--- src/rtl/text_cursor_ctrl.sv ---
// Write-side cursor controller for the 80x30 text buffer: glyph stream in, buffer writes out.
// Optional backspace support is compiled in with `define BACKSPACE_EN.
module text_cursor_ctrl #(
  parameter int         COLS     = 80,
  parameter int         ROWS     = 30,
  parameter logic [3:0] BLANK    = 4'h0,
  parameter logic [3:0] NL_CODE  = 4'hE,
  parameter logic [3:0] CLR_CODE = 4'hF
) (
  input  logic        clk,
  input  logic        rst_n,
  input  logic [3:0]  in_char,
  input  logic        in_valid,
  output logic        in_ready,
  output logic [3:0]  new_char,
  output logic [11:0] waddr,
  output logic        we,
  output logic [4:0]  cursor_row,
  output logic [6:0]  cursor_col,
  output logic        busy
);

`ifdef BACKSPACE_EN
  localparam logic [3:0] BS_CODE = 4'hD;
  typedef enum logic [1:0] {IDLE, CLR_ROW, CLR_ALL, BS_WR} state_t;
`else
  typedef enum logic [1:0] {IDLE, CLR_ROW, CLR_ALL} state_t;
`endif

  localparam logic [11:0] LAST_CELL = 12'(ROWS * COLS - 1);
  localparam logic [6:0]  LAST_COL  = 7'(COLS - 1);
  localparam logic [4:0]  LAST_ROW  = 5'(ROWS - 1);

  state_t      state_q, state_d;
  logic [4:0]  row_q, row_d;
  logic [6:0]  col_q, col_d;
  logic [11:0] cnt_q, cnt_d;
  logic        we_q, we_d;
  logic [11:0] waddr_q, waddr_d;
  logic [3:0]  nchar_q, nchar_d;

  logic [11:0] row_base, cur_addr;
  logic [4:0]  row_inc;

  assign row_base = 12'(row_q) * 12'(COLS);
  assign cur_addr = row_base + 12'(col_q);
  assign row_inc  = (row_q == LAST_ROW) ? 5'd0 : row_q + 5'd1;

  always_comb begin
    state_d = state_q;
    row_d   = row_q;
    col_d   = col_q;
    cnt_d   = cnt_q;
    we_d    = 1'b0;
    waddr_d = waddr_q;
    nchar_d = nchar_q;
    case (state_q)
      IDLE: begin
        if (in_valid) begin
          if (in_char == CLR_CODE) begin
            row_d   = 5'd0;
            col_d   = 7'd0;
            cnt_d   = 12'd0;
            state_d = CLR_ALL;
          end else if (in_char == NL_CODE) begin
            row_d   = row_inc;
            col_d   = 7'd0;
            cnt_d   = 12'd0;
            state_d = CLR_ROW;
`ifdef BACKSPACE_EN
          end else if (in_char == BS_CODE) begin
            // Cursor steps back first; the blanking write happens in BS_WR.
            if (col_q != 7'd0) begin
              col_d = col_q - 7'd1;
            end else if (row_q != 5'd0) begin
              row_d = row_q - 5'd1;
              col_d = LAST_COL;
            end
            state_d = BS_WR;
`endif
          end else begin
            we_d    = 1'b1;
            waddr_d = cur_addr;
            nchar_d = in_char;
            if (col_q == LAST_COL) begin
              row_d   = row_inc;
              col_d   = 7'd0;
              cnt_d   = 12'd0;
              state_d = CLR_ROW;
            end else begin
              col_d = col_q + 7'd1;
            end
          end
        end
      end
      CLR_ROW: begin
        we_d    = 1'b1;
        waddr_d = row_base + cnt_q;
        nchar_d = BLANK;
        if (cnt_q == 12'(COLS - 1)) state_d = IDLE;
        else                        cnt_d   = cnt_q + 12'd1;
      end
      CLR_ALL: begin
        we_d    = 1'b1;
        waddr_d = cnt_q;
        nchar_d = BLANK;
        if (cnt_q == LAST_CELL) state_d = IDLE;
        else                    cnt_d   = cnt_q + 12'd1;
      end
`ifdef BACKSPACE_EN
      BS_WR: begin
        we_d    = 1'b1;
        waddr_d = cur_addr;
        nchar_d = BLANK;
        state_d = IDLE;
      end
`endif
      default: state_d = IDLE;
    endcase
  end

  // Reset lands in CLR_ALL so the buffer is always wiped from address 0.
  always_ff @(posedge clk) begin
    if (!rst_n) begin
      state_q <= CLR_ALL;
      row_q   <= 5'd0;
      col_q   <= 7'd0;
      cnt_q   <= 12'd0;
      we_q    <= 1'b0;
      waddr_q <= 12'd0;
      nchar_q <= BLANK;
    end else begin
      state_q <= state_d;
      row_q   <= row_d;
      col_q   <= col_d;
      cnt_q   <= cnt_d;
      we_q    <= we_d;
      waddr_q <= waddr_d;
      nchar_q <= nchar_d;
    end
  end

  assign in_ready   = (state_q == IDLE);
  assign busy       = (state_q == CLR_ROW) || (state_q == CLR_ALL);
  assign we         = we_q;
  assign waddr      = waddr_q;
  assign new_char   = nchar_q;
  assign cursor_row = row_q;
  assign cursor_col = col_q;

endmodule

--- config.mk ---
export PLATFORM = sky130hd
export DESIGN_NAME = text_cursor_ctrl
export DESIGN_NICKNAME = d
export VERILOG_FILES = /design/src/rtl/text_cursor_ctrl.sv
export SDC_FILE = /design/constraint.sdc
export NUM_CORES = 1
export LEC_CHECK = 0
export ABC_AREA = 1
export ABC_CLOCK_PERIOD_IN_PS = 2500
export CAP_MARGIN = 20
export CORE_ASPECT_RATIO = 1.4
export CORE_UTILIZATION = 60
export CTS_BUF_LIST = sky130_fd_sc_hd__clkbuf_4 sky130_fd_sc_hd__clkbuf_8
export CTS_CLUSTER_SIZE = 20
export DETAILED_ROUTE_END_ITERATION = 6
export DONT_BUFFER_PORTS = 1
export PLACE_DENSITY = 0.76
export SLEW_MARGIN = 10
export SYNTH_ARGS = -nofsm -noshare
export SYNTH_HDL_FRONTEND = slang
export SYNTH_SLANG_ARGS = --single-unit
--- constraint.sdc ---
create_clock -name clk -period 2.5 [get_ports clk]
set_input_delay 0.5 -clock clk [delete_from_list [all_inputs] [get_ports clk]]
set_output_delay 0.5 -clock clk [all_outputs]
set_load 0.02 [all_outputs]
==> results.cfg <==
[sta]
slew_headroom_pct = 71.1
slew_violations = 0
period_minus_slack_ns = 2.34
setup_violations = 0
clock.fmax_mhz = 428
finClkSkew_ns = 0.00551
rsz0062_at_grt = true
setup_tns_ns = 0
hold_viol_final = 0
tightest_slew_ns = 0.433
period_share_pct = 93.6

[power]
p_leak_nw = 1.46
peakVddDrop_mv = 0.408
p_comb_share_pct = 27.6
clockPowerShare_pct = 25.8
share_seq_of_total_power_pct = 46.6
p_sw_share_pct = 38.9
p_sw_mw = 0.697
powerDensity_nw_per_um2 = 556
p_int_mw = 1.10

[yosys]
syn_area_um2 = 2980
netlist_top_cells_area = dfxtp_1 (29%), nand2_1 (13%), ha_1 (8.8%)
seq_area_frac_synth_pct = 28.8
yosysWarningCount = 0
ys_ff_latch = 43
synth_top_area_share_pct = 28.8
yosysTopAreaCell = dfxtp_1
post_synth.cell_area_avg_um2 = 6.75
syn-num-nets = 472
netlist_instances = 442
synthDistinctLibCells = 32

[grt]
grt_pass1_wl_um = 12100
grt_pass1_vias = 2660
antenna_found_initial = 0
grt_max_degree = 21
grt_overflow_total = 0
grt.total_usage_pct = 30.5

[worst_setup_path]
r2r_start = cursor_row[2]
worstPathArrival_ns = 2.58
criticalPathCategory = flip-flop to flip-flop
worst_setup_path_start_kind = flip-flop
path_max_fanout = 4
worst_ep_required_time_ns = 2.74
reg2reg_depth = 12
r2r-end = waddr[11]
end_kind = flip-flop
startpoint = cursor_row[2]
r2r_setup_slack_ns = 0.16

[finish]
utilization_pct = 67.2
final_cell_mix = nand2_1 (105), inv_1 (55), nor2_1 (42), dfxtp_1 (42), a21oi_1 (35)
synthToLayoutAreaGrowth_pct = 8.13
drive_gt1_share_pct = 14.9
layout_commonest_cell = nand2_1
final_cells = 514
nNetsFinal = 479
fill_cells = 462
diodes = 0

[clocking]
numCtsBuffers = 5
htree_levels = 2
cts_root_buf = clkbuf_8
clk_latency_ns = 0.30
clock-sinks = 43
cts.clk_slew.worst_paths_ns = 0.09
postCtsSetupBuffers = 0
cts_buffer_depth = 2
cts_tree = done

[drt]
drtIter0Drc = 100
drt-vias-per-instance = 5.45
drcViolationCount = 0
dr.pass1.iters = 4
vias = 2800
totalWireLength_um = 7430
ant_nets = 0
wl_per_cell_um = 14.5

[min_path]
min_to = state_q[1]
hold_class = input pin to flip-flop
worstHoldPathCells = 1
worstHoldStart = rst_n

[floorplanning]
ios = 38
rows = 30
die_width_um = 61.6
initial_core_util_pct = 62.1
fp.dieH_um = 85.4
core-area_um2 = 4800
die_area_um2 = 5260

[placed_design]
post-dp-hpwl_um = 5510
port_buffers = 0
place_congestion = 0.869
place_inst = 506

[outcome]
status = completed

[run]
drv_cap = 0
==> worst max path at each step <==
| stage | depth (start not counted) | endpoint | slack, ns |
|---|---|---|---|
| floorplan | 14 | waddr[11] | 0.01 |
| global placement | 14 | waddr[11] | 0.13 |
| detailed placement | 14 | waddr[11] | 0.04 |
| CTS | 14 | waddr[11] | 0.03 |
| global route | 12 | waddr[11] | -0.005 |
| finish | 12 | waddr[11] | 0.16 |
==> area by class of cell <==
cell class / count / area, um^2 / area share, %
tap: 64 / 80.1 / 2.48
multi-input combinational: 328 / 1870 / 58.0
sequential: 43 / 862 / 26.7
timing repair buffer: 15 / 113 / 3.49
inverter: 56 / 210 / 6.51
clock buffer: 6 / 76.3 / 2.37
clock inverter: 2 / 12.5 / 0.388
==> through the flow <==
step,setup WS (ns),instance area (um^2),power (mW),hold WS [ns]
6_report,0.161,3230,1.79,0.287
2_1_floorplan,0.0104,2990,1.25,0.484
3_5_place_dp,0.0405,3100,1.34,0.525
5_1_grt,-0.00536,3230,1.89,0.274
4_1_cts,0.0295,3190,1.79,0.276
3_3_place_gp,0.126,3100,1.33,0.507
==> metal layers <==
| metal | part of all wire (%) | track usage (%) | up-vias |
|---|---|---|---|
| li1 | - | - | 1434 |
| met1 | 42 | 36.0 | 1285 |
| met2 | 52 | 52.5 | 66 |
| met3 | 3.6 | 5.49 | 15 |
| met4 | 2.3 | 11.9 | 0 |
| met5 | 0 | 0 | - |
==> repair_timing <==
item	4_1_cts	5_1_grt
hold buffers	0	0
resized for setup	0	11
endpoints found under the setup margin	0	3
==> state kept, by name, summed over array words and instances (netlist names) <==
name,count
waddr,12
new_char,4
we,1
cnt_q,12
cursor_col,7
cursor_row,5
state_q,2
==> power by group through the flow <==
stage | registers (mW) | logic [mW] | clock network [mW]
floorplan | 0.841 | 0.406 | 0
global placement | 0.849 | 0.480 | 0
detailed placement | 0.850 | 0.489 | 0
CTS | 0.835 | 0.491 | 0.463
global route | 0.844 | 0.554 | 0.495
finish | 0.836 | 0.495 | 0.463
==> critical path: stages (launching register included) <==
cell,delay [ns]
dfxtp_1,0.34
ha_1,0.35
ha_1,0.30
nand3_1,0.08
nand3_1,0.08
xor2_1,0.15
ha_1,0.33
a21oi_1,0.15
a21boi_2,0.18
nand2_1,0.07
nand2_1,0.06
nand3_1,0.07
a21oi_1,0.11
==> Yosys cell counts <==
master,number
a21oi_2,10
buf_2,6
inv_1,55
a21oi_1,35
o21ai_0,25
xor2_1,11
nand2_1,105
buf_6,2
or2_2,3
nand2_2,12
fa_1,2
xnor2_1,1
or2_1,1
nand2_4,1
a211oi_1,3
nor4_1,2
clkbuf_1,7
o22ai_1,1
nand3_2,6
nor2_1,44
nand4_1,6
or2_0,1
o21bai_1,1
a31oi_1,1
inv_2,1
a21boi_0,2
ha_1,21
nand3_1,27
dfxtp_1,43
nor2_4,3
nor3_1,2
nand3b_1,2
==> cells by family after synthesis <==
logic type	after synthesis	share of synthesized area, %
AOI/OAI and AO/OA	78	14.9
xor gates and xnor gates	12	3.52
buffers and inverters	71	9.69
DFF	43	28.8
and+or+nand+nor	215	32.9
adders and majority gates	23	10.1
No activity file was read; power rests on OpenSTA's default activity.
